`src/rtl/ascii_operand_parser_pkg.sv`:
```
// ascii_pkg: shared ASCII character codes and parser state encoding.
package ascii_pkg;
    localparam int CHAR_W = 7;
    typedef logic [CHAR_W-1:0] char_t;
    localparam char_t ASCII_0     = 7'h30;
    localparam char_t ASCII_9     = 7'h39;
    localparam char_t ASCII_PLUS  = 7'h2B;
    localparam char_t ASCII_EQ    = 7'h3D;
    localparam char_t ASCII_SPACE = 7'h20;
    localparam char_t ASCII_ESC   = 7'h1B;
    typedef enum logic [2:0] {
        ST_A1,
        ST_A2,
        ST_PL,
        ST_B1,
        ST_B2,
        ST_EQ,
        ST_HOLD
    } state_t;
endpackage

```
`src/rtl/ascii_operand_parser_if.sv`:
```
// ascii_operand_parser_if: character input handshake plus operand output handshake.
interface ascii_operand_parser_if;
    import ascii_pkg::*;
    char_t in_char;
    logic  in_valid;
    logic  in_ready;
    char_t AD;
    char_t AU;
    char_t BD;
    char_t BU;
    logic  out_valid;
    logic  out_ready;
    logic  err;
    modport slave (
        input  in_char, in_valid, out_ready,
        output in_ready, AD, AU, BD, BU, out_valid, err
    );
    modport master (
        output in_char, in_valid, out_ready,
        input  in_ready, AD, AU, BD, BU, out_valid, err
    );
endinterface

```
`src/rtl/ascii_operand_parser_digit_check.sv`:
```
// ascii_digit_check: flags ASCII '0'..'9'.
module ascii_digit_check
    import ascii_pkg::*;
(
    input  char_t c,
    output logic  is_digit
);
    assign is_digit = (c >= ASCII_0) && (c <= ASCII_9);
endmodule

```
`src/rtl/ascii_operand_parser.sv`:
```
// ascii_operand_parser: assembles two ASCII two-digit operands from "AA+BB=" and holds them for the adder.
module ascii_operand_parser
    import ascii_pkg::*;
(
    input logic clk,
    input logic rst,
    ascii_operand_parser_if.slave bus
);
    state_t state;
    char_t  ad, au, bd, bu;
    logic   out_valid, err;
    logic   is_digit, is_space, is_esc, is_plus, is_eq;
    logic   accept, legal, abort;
    char_t  c;

    ascii_digit_check u_digit (
        .c        (bus.in_char),
        .is_digit (is_digit)
    );

    assign c        = bus.in_char;
    assign is_space = c == ASCII_SPACE;
    assign is_esc   = c == ASCII_ESC;
    assign is_plus  = c == ASCII_PLUS;
    assign is_eq    = c == ASCII_EQ;
    assign accept   = bus.in_valid && (state != ST_HOLD);
    assign legal    = is_space
                   || (is_digit && (state inside {ST_A1, ST_A2, ST_B1, ST_B2}))
                   || (is_plus && (state inside {ST_A2, ST_PL}))
                   || (is_eq && (state inside {ST_B2, ST_EQ}));
    // ESC and syntax errors share the abort path; only errors raise err
    assign abort    = accept && !legal;

    always_ff @(posedge clk or posedge rst) begin
        if (rst) begin
            state     <= ST_A1;
            ad        <= ASCII_0;
            au        <= ASCII_0;
            bd        <= ASCII_0;
            bu        <= ASCII_0;
            out_valid <= 1'b0;
            err       <= 1'b0;
        end else begin
            err <= abort && !is_esc;
            if (state == ST_HOLD) begin
                if (bus.out_ready) begin
                    state     <= ST_A1;
                    out_valid <= 1'b0;
                end
            end else if (abort) begin
                state <= ST_A1;
                ad    <= ASCII_0;
                au    <= ASCII_0;
                bd    <= ASCII_0;
                bu    <= ASCII_0;
            end else if (accept && is_digit) begin
                if (state == ST_A1) begin
                    ad    <= ASCII_0;
                    au    <= c;
                    state <= ST_A2;
                end else if (state == ST_A2) begin
                    ad    <= au;
                    au    <= c;
                    state <= ST_PL;
                end else if (state == ST_B1) begin
                    bd    <= ASCII_0;
                    bu    <= c;
                    state <= ST_B2;
                end else begin
                    bd    <= bu;
                    bu    <= c;
                    state <= ST_EQ;
                end
            end else if (accept && is_plus) begin
                state <= ST_B1;
            end else if (accept && is_eq) begin
                state     <= ST_HOLD;
                out_valid <= 1'b1;
            end
        end
    end

    assign bus.in_ready  = state != ST_HOLD;
    assign bus.out_valid = out_valid;
    assign bus.err       = err;
    assign bus.AD        = ad;
    assign bus.AU        = au;
    assign bus.BD        = bd;
    assign bus.BU        = bu;
endmodule

```
`src/flat_wrapper.sv`:
```
// flat-port wrapper written by rule: the top's interface ports become plain ports
module ascii_operand_parser_flat import ascii_pkg::*;
  (clk, rst, bus_in_char, bus_in_valid, bus_out_ready, bus_in_ready, bus_AD, bus_AU, bus_BD, bus_BU, bus_out_valid, bus_err);
  ascii_operand_parser_if bus_i ();
  input logic clk;
  input logic rst;
  input wire logic [$bits(bus_i.in_char)-1:0] bus_in_char;
  input wire logic [$bits(bus_i.in_valid)-1:0] bus_in_valid;
  input wire logic [$bits(bus_i.out_ready)-1:0] bus_out_ready;
  output wire logic [$bits(bus_i.in_ready)-1:0] bus_in_ready;
  output wire logic [$bits(bus_i.AD)-1:0] bus_AD;
  output wire logic [$bits(bus_i.AU)-1:0] bus_AU;
  output wire logic [$bits(bus_i.BD)-1:0] bus_BD;
  output wire logic [$bits(bus_i.BU)-1:0] bus_BU;
  output wire logic [$bits(bus_i.out_valid)-1:0] bus_out_valid;
  output wire logic [$bits(bus_i.err)-1:0] bus_err;
  assign bus_i.in_char = bus_in_char;
  assign bus_i.in_valid = bus_in_valid;
  assign bus_i.out_ready = bus_out_ready;
  assign bus_in_ready = bus_i.in_ready;
  assign bus_AD = bus_i.AD;
  assign bus_AU = bus_i.AU;
  assign bus_BD = bus_i.BD;
  assign bus_BU = bus_i.BU;
  assign bus_out_valid = bus_i.out_valid;
  assign bus_err = bus_i.err;
  ascii_operand_parser u_core (.clk(clk), .rst(rst), .bus(bus_i));
endmodule
```
`config.mk`:
```
export PLATFORM = sky130hd
export DESIGN_NAME = ascii_operand_parser_flat
export DESIGN_NICKNAME = d
export VERILOG_FILES = /design/src/rtl/ascii_operand_parser_pkg.sv /design/src/rtl/ascii_operand_parser_if.sv /design/src/rtl/ascii_operand_parser_digit_check.sv /design/src/rtl/ascii_operand_parser.sv /design/src/flat_wrapper.sv
export SDC_FILE = /design/constraint.sdc
export NUM_CORES = 1
export LEC_CHECK = 0
export ABC_AREA = 0
export CORE_ASPECT_RATIO = 1.5
export CORE_MARGIN = 8
export CORE_UTILIZATION = 40
export CTS_BUF_LIST = sky130_fd_sc_hd__clkbuf_16
export CTS_CLUSTER_SIZE = 8
export DETAILED_ROUTE_END_ITERATION = 16
export PLACE_DENSITY = 0.75
export SYNTH_ARGS = -nofsm -noshare
export SYNTH_HDL_FRONTEND = slang
export SYNTH_HIERARCHICAL = 1
export SYNTH_SLANG_ARGS = --single-unit
```
`constraint.sdc`:
```
create_clock -name clk -period 4.9 [get_ports clk]
set_clock_uncertainty 0.15 [all_clocks]
set_input_delay 0.98 -clock clk [delete_from_list [all_inputs] [get_ports clk]]
set_output_delay 0.98 -clock clk [all_outputs]
set_load 0.03 [all_outputs]
```
* Word-level counts from Yosys, hierarchy flattened
Index checks and enable logic that the tools add are counted.
** Storage, ports and cells
- Bits in registers :: 33
- Bits of input ports :: 11
- Output and inout bits :: 31
** Operators by class
- Magnitude comparators :: 2
- Muxes and demuxes :: 32
- Reductions and logical operators :: 27
- Equal/unequal tests :: 17
- Bitwise operators :: 1
** Operators with widths (count)
- $mux W7 :: 17
- $mux W3 :: 8
- $eq A7 B6 Y1 const B :: 3
- $logic_and A1 B1 Y1 :: 10
- $eq A3 B3 Y1 const B :: 3
- $ne A2 B1 Y1 const B :: 4
- $reduce_bool A2 Y1 :: 4
- $eq A7 B5 Y1 const B :: 1
- $ge A7 B6 Y1 const B :: 1
- $le A7 B6 Y1 const B :: 1
- $mux W1 :: 7
- $eq A3 B2 Y1 const B :: 2
- $reduce_and A5 Y1 :: 1
- $reduce_bool A5 Y1 :: 1
- $ne A2 B2 Y1 const B :: 2
- $reduce_and A4 Y1 :: 1
- $reduce_bool A4 Y1 :: 1
- $eq A3 B1 Y1 const B :: 1
- $logic_not A3 Y1 :: 1
- $logic_or A1 B1 Y1 :: 3
- $ne A3 B3 Y1 const B :: 1
- $reduce_and A3 Y1 :: 1
- $reduce_bool A3 Y1 :: 1
- $logic_not A1 Y1 :: 2
- other kinds (2) :: 2

* Logic depth before layout (Yosys ltp)
Gate-level depths: netlist (run 1).
- Depth in word-level cells :: 10
- Depth in mapped cells :: 8
- Depth with buffers taken out :: 7

* By module
The synthesis (run 1) kept the hierarchy.
** Modules (own cells, without submodules)
- ascii_operand_parser :: area an instance 1570.3 µm², cells an instance 179, times used 1, sequential area each 835.8 µm²
- ascii_digit_check :: area an instance 15.0 µm², cells an instance 2, times used 1, sequential area each 0.0 µm²

* Least setup slack after synthesis (run 1)
No wires, ideal clock.
- Kind :: input port to flip-flop
- Start :: input bus_in_char[1]
- End :: register u_core.bd[0], in the netlist u_core/bus.BD[0]
- Path buffers :: 1
- Required time :: 4672 ps
- Cell stages on the path :: 7
- Slack :: 2272 ps
- Library setup time :: 78 ps
- Arrival time :: 2400 ps
- Cell sequence :: o21ai_1 -> and4b_1 -> nand2_1 -> nor3_1 -> clkbuf_1 -> nand3_1 -> a21oi_1
** On the way
- Word-level cells in the longest chain between the ends :: 10
** RTL lines
- from (decl) :: RTL line flat_wrapper.sv:7 : input wire logic [$bits(bus_i.in_char)-1:0] bus_in_char;
- $ge A7 B6 Y1 or $le A7 B6 Y1 (tied branches) :: RTL line ascii_operand_parser_digit_check.sv:8 : assign is_digit = (c >= ASCII_0) && (c <= ASCII_9);
- $logic_and A1 B1 Y1 (*) :: RTL line ascii_operand_parser_digit_check.sv:8
- named net u_core.is_digit :: RTL line ascii_operand_parser.sv:12 : logic is_digit, is_space, is_esc, is_plus, is_eq;
- $logic_and A1 B1 Y1 :: RTL line ascii_operand_parser.sv:28 : || (is_digit && (state inside {ST_A1, ST_A2, ST_B1, ST_B2}))
- $logic_or A1 B1 Y1 :: RTL line ascii_operand_parser.sv:28
- $logic_or A1 B1 Y1 :: RTL line ascii_operand_parser.sv:29 : || (is_plus && (state inside {ST_A2, ST_PL}))
- $logic_or A1 B1 Y1 :: RTL line ascii_operand_parser.sv:30 : || (is_eq && (state inside {ST_B2, ST_EQ}));
- $logic_not A1 Y1 :: RTL line ascii_operand_parser.sv:32 : assign abort = accept && !legal;
- $logic_and A1 B1 Y1 :: RTL line ascii_operand_parser.sv:32
- $ne A2 B1 Y1 (no line) or $reduce_bool A2 Y1 (tied branches)
- $reduce_and A4 Y1 (no line)
- to (signal assigned) :: RTL line ascii_operand_parser.sv:70 : bd <= bu;
- to (decl) :: RTL line ascii_operand_parser.sv:10 : char_t ad, au, bd, bu;
The timed path passes the listed nets; every way through them passes the cells marked *.
A chain may end at the register's enable or synchronous reset.

* Worst setup path after layout (run 1)
- Start :: register u_core.state[0]
- End :: output bus_in_ready
** On the way
- Word-level cells in the longest chain between the ends :: 1
** RTL lines
- from (decl) :: RTL line ascii_operand_parser.sv:9 : state_t state;
- from (signal assigned) :: RTL line ascii_operand_parser.sv:36 : state <= ST_A1;
- from (signal assigned) :: RTL line ascii_operand_parser.sv:47 : state <= ST_A1;
- from (signal assigned) :: RTL line ascii_operand_parser.sv:51 : state <= ST_A1;
- $ne A3 B3 Y1 :: RTL line ascii_operand_parser.sv:83 : assign bus.in_ready = state != ST_HOLD;
- to (decl) :: RTL line flat_wrapper.sv:10 : output wire logic [$bits(bus_i.in_ready)-1:0] bus_in_ready;
No other way between the ends.

==> flow_metrics.py, run 1 <==
metrics = {
    "synthesis": {
        "ys_types": 31,
        "synth.area.top_cells": "dfrtp_1 39%, dfstp_2 13%, nand2_1 11%",
        "synthArstFlopShare_pct": 100,
        "synth_flop_cell": "dfrtp_1",
        "synth-edff-count": 0,
        "postSynthAreaPerCell_um2": 8.76,
        "yosysSeqAreaShare_pct": 52.7,
        "syn_inst": 181,
        "yosysTopAreaCell": "dfrtp_1",
        "yosysWarnings": 6,
        "synth.cell_area_um2": 1590,
        "synth_top_area_share_pct": 39.5,
        "synth_nets": 192,
        "ys_seq_elements": 33,
    },
    "sta": {
        "worstMarginPinSlew_ns": 0.460,
        "tns_ns": 0,
        "min_period_ns": 3.23,
        "setup_viol": 0,
        "slew_headroom_pct": 69.4,
        "whs_ns": 0.341,
        "slew_viol_final": 0,
        "rsz0062_at_grt": "false",
        "fmax_mhz": 309,
        "finalCritPeriodShare_pct": 66.0,
        "hold_violations": 0,
    },
    "critical_path": {
        "reg2reg_setup_slack_ns": 2.58,
        "end_kind": "primary output",
        "worstPathCellList": "nand2b_1 -> nor2_1 -> inv_2 -> clkdlybuf4s50_1",
        "r2r-start": "u_core/state[0]",
        "crit_arrival_ns": 2.10,
        "slowest_delay_ns": 0.61,
        "worstSetupPathType": "reg2out",
        "r2r-end": "u_core/state[1]",
        "slowest_stage": "clkdlybuf4s50_1",
        "start_kind": "flop",
        "r2r_cells": 7,
        "cp_max_fo": 14,
        "required_ns": 3.77,
    },
    "clock_network": {
        "path_clk_slew_ns": 0.05,
        "cts_root_buf": "clkbuf_16",
        "postCtsResizedCells": 0,
        "numCtsBuffers": 5,
        "htree_levels": 2,
        "cts_setup_buffers": 0,
        "cts_tree": "done",
        "clockBufferDepth": 2,
        "cts.sinks": 33,
        "cts_hold_buffers": 0,
        "clkLatencyLatePin_ns": 0.27,
    },
    "routing": {
        "drc_errors": 0,
        "antenna_left": 0,
        "wl_per_cell_um": 16.2,
        "vias_per_cell": 5.43,
        "first_pass_iters": 4,
        "via_count": 1460,
        "wirelength_mm": 4.36,
        "drt_iter0_markers": 35,
    },
    "finish": {
        "multi_input_area_um2": 689,
        "final_cell_mix": "48 x nand2_1, 41 x clkdlybuf4s50_1, 25 x dfrtp_1, 24 x a21oi_1, 14 x nand3_1",
        "regArea_um2": 836,
        "nets": 234,
        "final_common_cell": "nand2_1",
        "drive_above_1_share_pct": 9.82,
        "diodes": 0,
        "fillers": 359,
        "area_growth_syn_to_layout_pct": 37.7,
    },
    "placed_design": {
        "io_buffers": 41,
        "hpwl_mm": 3.12,
        "place.gp.congestion": 0.960,
    },
    "min_path": {
        "hold_path_class": "reg2reg",
        "holdPathStages": 2,
        "holdPathEnd": "u_core/bus.out_valid",
        "hp-start": "u_core/bus.out_valid",
    },
    "global_routing": {
        "grt_pass1_vias": 1483,
        "overflow": 0,
        "grt_pass1_wl_mm": 7.22,
        "antenna_found_initial": 0,
        "grt_usage_pct": 14.7,
        "grt_max_degree": 34,
    },
    "run": {
        "cap_violations": 0,
    },
    "floorplan": {
        "start_util_pct": 40.8,
        "fp.coreArea_um2": 3890,
        "num_rows": 28,
        "die_w_um": 67.4,
        "dieArea_um2": 6270,
        "die_y_um": 93.1,
        "io_pins": 42,
    },
    "power": {
        "power.total_mw": 0.641,
        "leakage_nw": 0.859,
        "ir_drop_mv": 0.218,
        "powerDensity_nw_per_um2": 293,
    },
    "outcome": {
        "status": "completed",
    },
}
-- Yosys cell counts (all sizes together) (2+ instances only) --
cell type and instances:
nor2b 4, or3 2, or4 2, clkbuf 10
nand3b 2, o221ai 2, a21oi 24, nor3 2
dfrtp 25, nand3 14, nand4b 2, a211oi 2
nand2 48, inv 6, dfstp 8, o31ai 2
nand2b 3, o21ai 7, nor2 6, nor3b 2
-- power by group --
part	leakage (nW)	total [mW]	switching, mW	internal (mW)
sequential	0.428	0.285	0.00595	0.279
clock	0.0748	0.291	0.107	0.184
combinational	0.356	0.0648	0.0394	0.0254
-- flip-flops by register name (all words and copies together), names as in the netlist --
register              cells
u_core/bus.out_valid      1
u_core/bus.err            1
u_core/bus.BD             7
u_core/bus.BU             7
u_core/state              3
u_core/bus.AD             7
u_core/bus.AU             7
-- metal layers --
layer	vias up	track usage, %	wire [µm]
li1	707	-	-
met1	712	16.7	1760
met2	32	24.9	2370
met3	9	2.51	113
met4	0	8.23	116
met5	-	0	0
-- logic make-up after synthesis --
family                 synth area share (%)
buffers and inverters                  3.79
AO/OA/AOI/OAI                          16.0
AND/OR/NAND/NOR                        27.5
flip-flops                             52.7
-- how the worst max path moves through the flow --
stage / start / endpoint / slack (ns)
global route: u_core/state[0] / bus_in_ready / 1.58
global placement: bus_in_char[1] / u_core/bus.BU[6] / 1.54
CTS: u_core/state[0] / bus_in_ready / 1.68
finish: u_core/state[0] / bus_in_ready / 1.67
floorplan: bus_in_char[1] / u_core/bus.BD[0] / 2.27
detailed placement: bus_in_char[1] / u_core/bus.AD[1] / 1.50
-- stage by stage --
step	worst slack, ns	area (µm²)	util, %	cells
floorplan	2.27	1590	-	181
global placement	1.54	2040	52.6	261
detailed placement	1.50	2040	52.6	261
CTS	1.68	2180	56.1	269
global route	1.58	2180	56.1	269
finish	1.67	2180	56.1	269
-- area by class of cell --
type,count,area share [%]
well taps,45,2.58
multi-input cells,132,31.6
clock inverters,3,0.630
flip-flops and latches,33,38.3
clock buffers,5,5.73
inverters,6,1.03
repair buffers,45,20.2
-- critical path, delay by kind of cell, from the launching register on --
kind	cells	cell delay (ns)
buf+inv	2	0.71
simple gates	2	0.57
flops	1	0.54
Note: power is estimated with default switching activity, not from simulation.
==> inputs of run 2 (changes only) <==
==> constraint.sdc (replaced) <==
create_clock -name clk -period 3.25 [get_ports clk]
set_clock_uncertainty 0.15 [all_clocks]
set_input_delay 0.65 -clock clk [delete_from_list [all_inputs] [get_ports clk]]
set_output_delay 0.65 -clock clk [all_outputs]
set_load 0.03 [all_outputs]
==> run 2 against run 1 <==
Compared with the run above: critical path type unchanged; largest power group is now sequential cells; design area increased by 0.57%; routed wire length up 1.4%; global-route usage is 0.55 points higher; clock power increased by 46%; utilization rose by 0.32 points.
==> flow_metrics.py, run 2 (synthesized netlist as in run 1, its figures left out) <==
metrics = {
    "outcome": {
        "status": "completed",
    },
    "sta": {
        "fmax_mhz": 357,
        "min_period_ns": 2.80,
        "worstMarginPinSlew_ns": 0.652,
        "tns_ns": 0,
        "finalCritPeriodShare_pct": 86.1,
        "hold_violations": 0,
        "whs_ns": 0.347,
        "fin_ws_ns": 0.451,
        "setup_viol": 0,
        "rsz0062_at_grt": "false",
        "slew_viol_final": 0,
        "slew_headroom_pct": 56.5,
    },
    "placed_design": {
        "hpwl_mm": 3.22,
        "dp_cells": 263,
        "pre_cts_slack_ns": 0.241,
        "place.gp.congestion": 0.946,
        "io_buffers": 41,
        "place_area_um2": 2060,
    },
    "floorplan": {
        "die_w_um": 67.4,
        "fp.coreArea_um2": 3890,
        "start_util_pct": 40.8,
        "io_pins": 42,
        "dieArea_um2": 6270,
        "num_rows": 28,
        "die_y_um": 93.1,
    },
    "critical_path": {
        "slowest_stage": "clkdlybuf4s50_1",
        "start_kind": "flop",
        "crit_arrival_ns": 2.00,
        "worstPathCellList": "nand2b_1 -> nor2_1 -> inv_2 -> clkdlybuf4s50_1",
        "worstSetupPathType": "reg2out",
        "cp_max_fo": 11,
        "required_ns": 2.45,
        "slowest_delay_ns": 0.61,
        "end_kind": "primary output",
    },
    "finish": {
        "diodes": 0,
        "fin_area_um2": 2200,
        "drive_above_1_share_pct": 9.73,
        "final_cell_mix": "48 x nand2_1, 41 x clkdlybuf4s50_1, 25 x dfrtp_1, 24 x a21oi_1, 14 x nand3_1",
        "area_growth_syn_to_layout_pct": 38.5,
        "fin_util_pct": 56.5,
        "final_common_cell": "nand2_1",
        "stdcell_count": 271,
        "multi_input_area_um2": 689,
        "nets": 236,
        "fillers": 331,
        "regArea_um2": 836,
    },
    "power": {
        "seqPwrFrac_pct": 44.9,
        "clkPwrFrac_pct": 44.5,
        "power.total_mw": 0.955,
        "leakage_nw": 0.873,
        "powerDensity_nw_per_um2": 435,
        "ir_drop_mv": 0.410,
        "switching_share_pct": 23.1,
        "p_int_mw": 0.735,
        "combPwrFrac_pct": 10.6,
        "netSwitchingPower_mw": 0.221,
    },
    "global_routing": {
        "overflow": 0,
        "grt_pass1_wl_mm": 7.40,
        "grt_max_degree": 22,
        "antenna_found_initial": 0,
        "grt_usage_pct": 15.2,
        "grt_pass1_vias": 1552,
    },
    "clock_network": {
        "postCtsResizedCells": 0,
        "clockBufferDepth": 2,
        "cts_tree": "done",
        "cts_setup_buffers": 0,
        "clkLatencyLatePin_ns": 0.27,
        "cts.sinks": 33,
        "cts_hold_buffers": 0,
        "cts_root_buf": "clkbuf_16",
        "htree_levels": 2,
        "numCtsBuffers": 5,
        "path_clk_slew_ns": 0.05,
    },
    "routing": {
        "drc_errors": 0,
        "first_pass_iters": 4,
        "vias_per_cell": 5.47,
        "wl_per_cell_um": 16.3,
        "antenna_left": 0,
        "wirelength_mm": 4.42,
        "via_count": 1483,
        "drt_iter0_markers": 74,
    },
    "min_path": {
        "hold_path_class": "reg2reg",
    },
    "run": {
        "cap_violations": 0,
    },
}
## run 2: metal layers
metal | wire [µm] | up-vias | GRT usage [%] | part of all wire [%]
met4 | 106 | 0 | 9.81 | 2.4
met3 | 192 | 7 | 3.83 | 4.3
met1 | 1710 | 721 | 16.5 | 39
met2 | 2410 | 42 | 25.4 | 54
met5 | 0 | - | 0 | 0
li1 | - | 713 | - | -
## run 2: worst max-delay path: cells and delay by family, from the launching register on
kind	cells	cell delay [ns]
buffers and inverters	2	0.72
DFF	1	0.53
and+or+nand+nor	2	0.46
## run 2: power by group through the flow
stage / combinational, mW / clock [mW] / sequential, mW
final: 0.101 / 0.425 / 0.429
after detailed placement: 0.102 / 0 / 0.435
after global placement: 0.101 / 0 / 0.435
after CTS: 0.102 / 0.441 / 0.429
after global routing: 0.109 / 0.457 / 0.430
after floorplan: 0.0404 / 0 / 0.447
## run 2: path summary, 6_finish.rpt
path	endpoint	from	slack [ns]	cells after the start
max reg2reg	u_core/state[1]	u_core/state[1]	1.05	7
min in group asynchronous	u_core/bus.AD[6]	rst	0.62	2
min	u_core/bus.out_valid	u_core/bus.out_valid	0.35	2
max in group asynchronous	u_core/bus.BD[5]	rst	1.59	3
max	bus_in_ready	u_core/state[1]	0.45	4
min reg2reg	u_core/bus.out_valid	u_core/bus.out_valid	0.35	2
## run 2: layout make-up
| class | instances | area share [%] |
|---|---|---|
| Tap cell | 45 | 2.56 |
| Inverter | 6 | 1.03 |
| Clock buffer | 5 | 5.70 |
| Timing Repair Buffer | 47 | 20.7 |
| Clock inverter | 3 | 0.513 |
| Sequential cell | 33 | 38.1 |
| Multi-Input combinational cell | 132 | 31.4 |
==> inputs of run 3 (changes only) <==
--- a/config.mk
+++ b/config.mk
@@ -10,8 +10,10 @@
 export CORE_MARGIN = 8
 export CORE_UTILIZATION = 40
 export CTS_BUF_LIST = sky130_fd_sc_hd__clkbuf_16
+export CTS_CLUSTER_DIAMETER = 120
 export CTS_CLUSTER_SIZE = 8
 export DETAILED_ROUTE_END_ITERATION = 16
+export MAX_ROUTING_LAYER = met4
 export PLACE_DENSITY = 0.75
 export SYNTH_ARGS = -nofsm -noshare
 export SYNTH_HDL_FRONTEND = slang
==> run 3 against run 2 <==
Compared with the run above: fmax fell by 0.72%; design area up 1.2%; sequential cell count did not move; sequential power about the same; utilization grew 0.68 points; routed wire length fell by 0.68%; critical path depth increased by 4; final cell count is the same; largest cell class unchanged; highest routed layer unchanged.
==> flow_metrics.py, run 3 (synthesized netlist as in run 1, its figures left out) <==
metrics = {
    "sta": {
        "fin_ws_ns": 0.431,
        "slew_headroom_pct": 57.5,
        "tns_ns": 0,
        "worstMarginPinSlew_ns": 0.638,
        "setup_viol": 0,
        "rsz0062_at_grt": "false",
        "finalCritPeriodShare_pct": 86.8,
        "hold_violations": 0,
        "slew_viol_final": 0,
        "fmax_mhz": 355,
        "min_period_ns": 2.82,
    },
    "routing": {
        "wirelength_mm": 4.39,
        "via_count": 1515,
        "drc_errors": 0,
        "drt_iter0_markers": 51,
        "first_pass_iters": 4,
        "vias_per_cell": 5.59,
        "wl_per_cell_um": 16.2,
        "antenna_left": 0,
    },
    "clock_network": {
        "cts_tree": "done",
        "path_clk_slew_ns": 0.05,
        "cts_root_buf": "clkbuf_16",
        "cts_hold_buffers": 0,
        "cts_setup_buffers": 0,
        "clockBufferDepth": 2,
        "clkLatencyLatePin_ns": 0.27,
        "numCtsBuffers": 5,
        "cts.sinks": 33,
        "postCtsResizedCells": 0,
        "htree_levels": 2,
    },
    "power": {
        "powerDensity_nw_per_um2": 469,
        "leakage_nw": 0.878,
        "ir_drop_mv": 0.390,
    },
    "critical_path": {
        "slowest_delay_ns": 0.54,
        "start_kind": "input pin",
        "required_ns": 3.28,
        "worstPathCellList": "clkdlybuf4s50_1 -> o21ai_1 -> and4b_1 -> nand2_1 -> o41a_1 -> nor2b_1 -> or4_1 -> o221ai_1",
        "crit_arrival_ns": 2.85,
        "end_kind": "flop",
        "slowest_stage": "clkdlybuf4s50_1",
        "cp_max_fo": 8,
        "cp_top_family": "simple AND/OR/NAND/NOR gates",
        "worstSetupPathType": "in2reg",
        "crit_buf_inv": 1,
    },
    "run": {
        "cap_violations": 0,
    },
    "finish": {
        "area_growth_syn_to_layout_pct": 40.2,
        "final_common_cell": "nand2_1",
        "stdcell_count": 271,
        "diodes": 0,
        "drive_above_1_share_pct": 10.2,
        "nets": 236,
        "final_cell_mix": "48 x nand2_1, 41 x clkdlybuf4s50_1, 25 x dfrtp_1, 24 x a21oi_1, 14 x nand3_1",
    },
    "placed_design": {
        "io_buffers": 41,
        "dp_cells": 263,
        "pre_cts_slack_ns": 0.217,
        "place.gp.congestion": 0.963,
        "hpwl_mm": 3.17,
    },
    "outcome": {
        "status": "completed",
    },
    "global_routing": {
        "grt_max_degree": 22,
        "grt_use_met1_pct": 17.6,
        "overflow": 0,
        "met3_usage_pct": 2.75,
        "grt_pass1_vias": 1552,
        "busiest_layer": "met2",
        "use_met2_pct": 25.0,
        "grt_usage_pct": 15.5,
        "antenna_found_initial": 0,
        "grt_pass1_wl_mm": 7.46,
    },
    "floorplan": {
        "die_w_um": 67.4,
        "io_pins": 42,
        "die_y_um": 93.1,
        "num_rows": 28,
        "start_util_pct": 40.8,
        "fp.coreArea_um2": 3890,
        "dieArea_um2": 6270,
    },
    "min_path": {
        "hold_path_class": "reg2reg",
    },
}
[run 3: cell count changes in the layout (fill, tap and decap cells not counted)]
cell / before / now
bufinv_16: 0 / 1
clkinv_1: 0 / 1
inv_1: 8 / 6
[run 3: layer usage]
metal	up-vias	share of wire, %
met5	-	0
met4	0	2.5
met3	11	5.1
met2	64	53
met1	721	39
li1	719	-
[run 3: worst paths after layout]
check	start	slack, ns	endpoint	depth (start not counted)
setup / recovery	bus_in_char[1]	0.43	u_core/state[1]	8
max in group asynchronous	rst	1.59	u_core/bus.AU[5]	3
setup reg to reg	u_core/state[2]	1.09	u_core/state[1]	7
min in group asynchronous	rst	0.62	u_core/bus.AU[3]	2
hold / removal	u_core/bus.out_valid	0.35	u_core/bus.out_valid	2
hold reg to reg	u_core/bus.out_valid	0.35	u_core/bus.out_valid	2
[run 3: final cells by class]
type                            instances  area, µm²
Clock buffer                            5        125
Clock inverter                          3       37.5
Fill cell                             328       1670
Inverter                                6       22.5
Multi-Input combinational cell        132        689
Sequential cell                        33        836
Tap cell                               45       56.3
Timing Repair Buffer                   47        455
[run 3: power breakdown]
group / total (mW) / internal (mW) / switching, mW
clock network: 0.512 / 0.355 / 0.157
logic: 0.101 / 0.0389 / 0.0622
registers: 0.429 / 0.421 / 0.00731
total: 1.04 / 0.816 / 0.226
[run 3: tightest hold or removal path: cells and delay by family (launching register included)]
| kind | cells | cell delay (ns) |
|---|---|---|
| flip-flops | 1 | 0.35 |
| AND/OR/NAND/NOR | 1 | 0.06 |
| AO/OA/AOI/OAI | 1 | 0.06 |
[run 3: per-stage QoR]
stage	total power [mW]	area [µm²]	hold WS (ns)	utilization (%)
3_5_place_dp	0.536	2060	0.342	53.0
5_1_grt	1.08	2220	0.362	57.1
3_3_place_gp	0.536	2060	0.332	53.0
6_report	1.04	2220	0.346	57.1
4_1_cts	1.06	2220	0.352	57.1
2_1_floorplan	0.488	1590	0.399	-
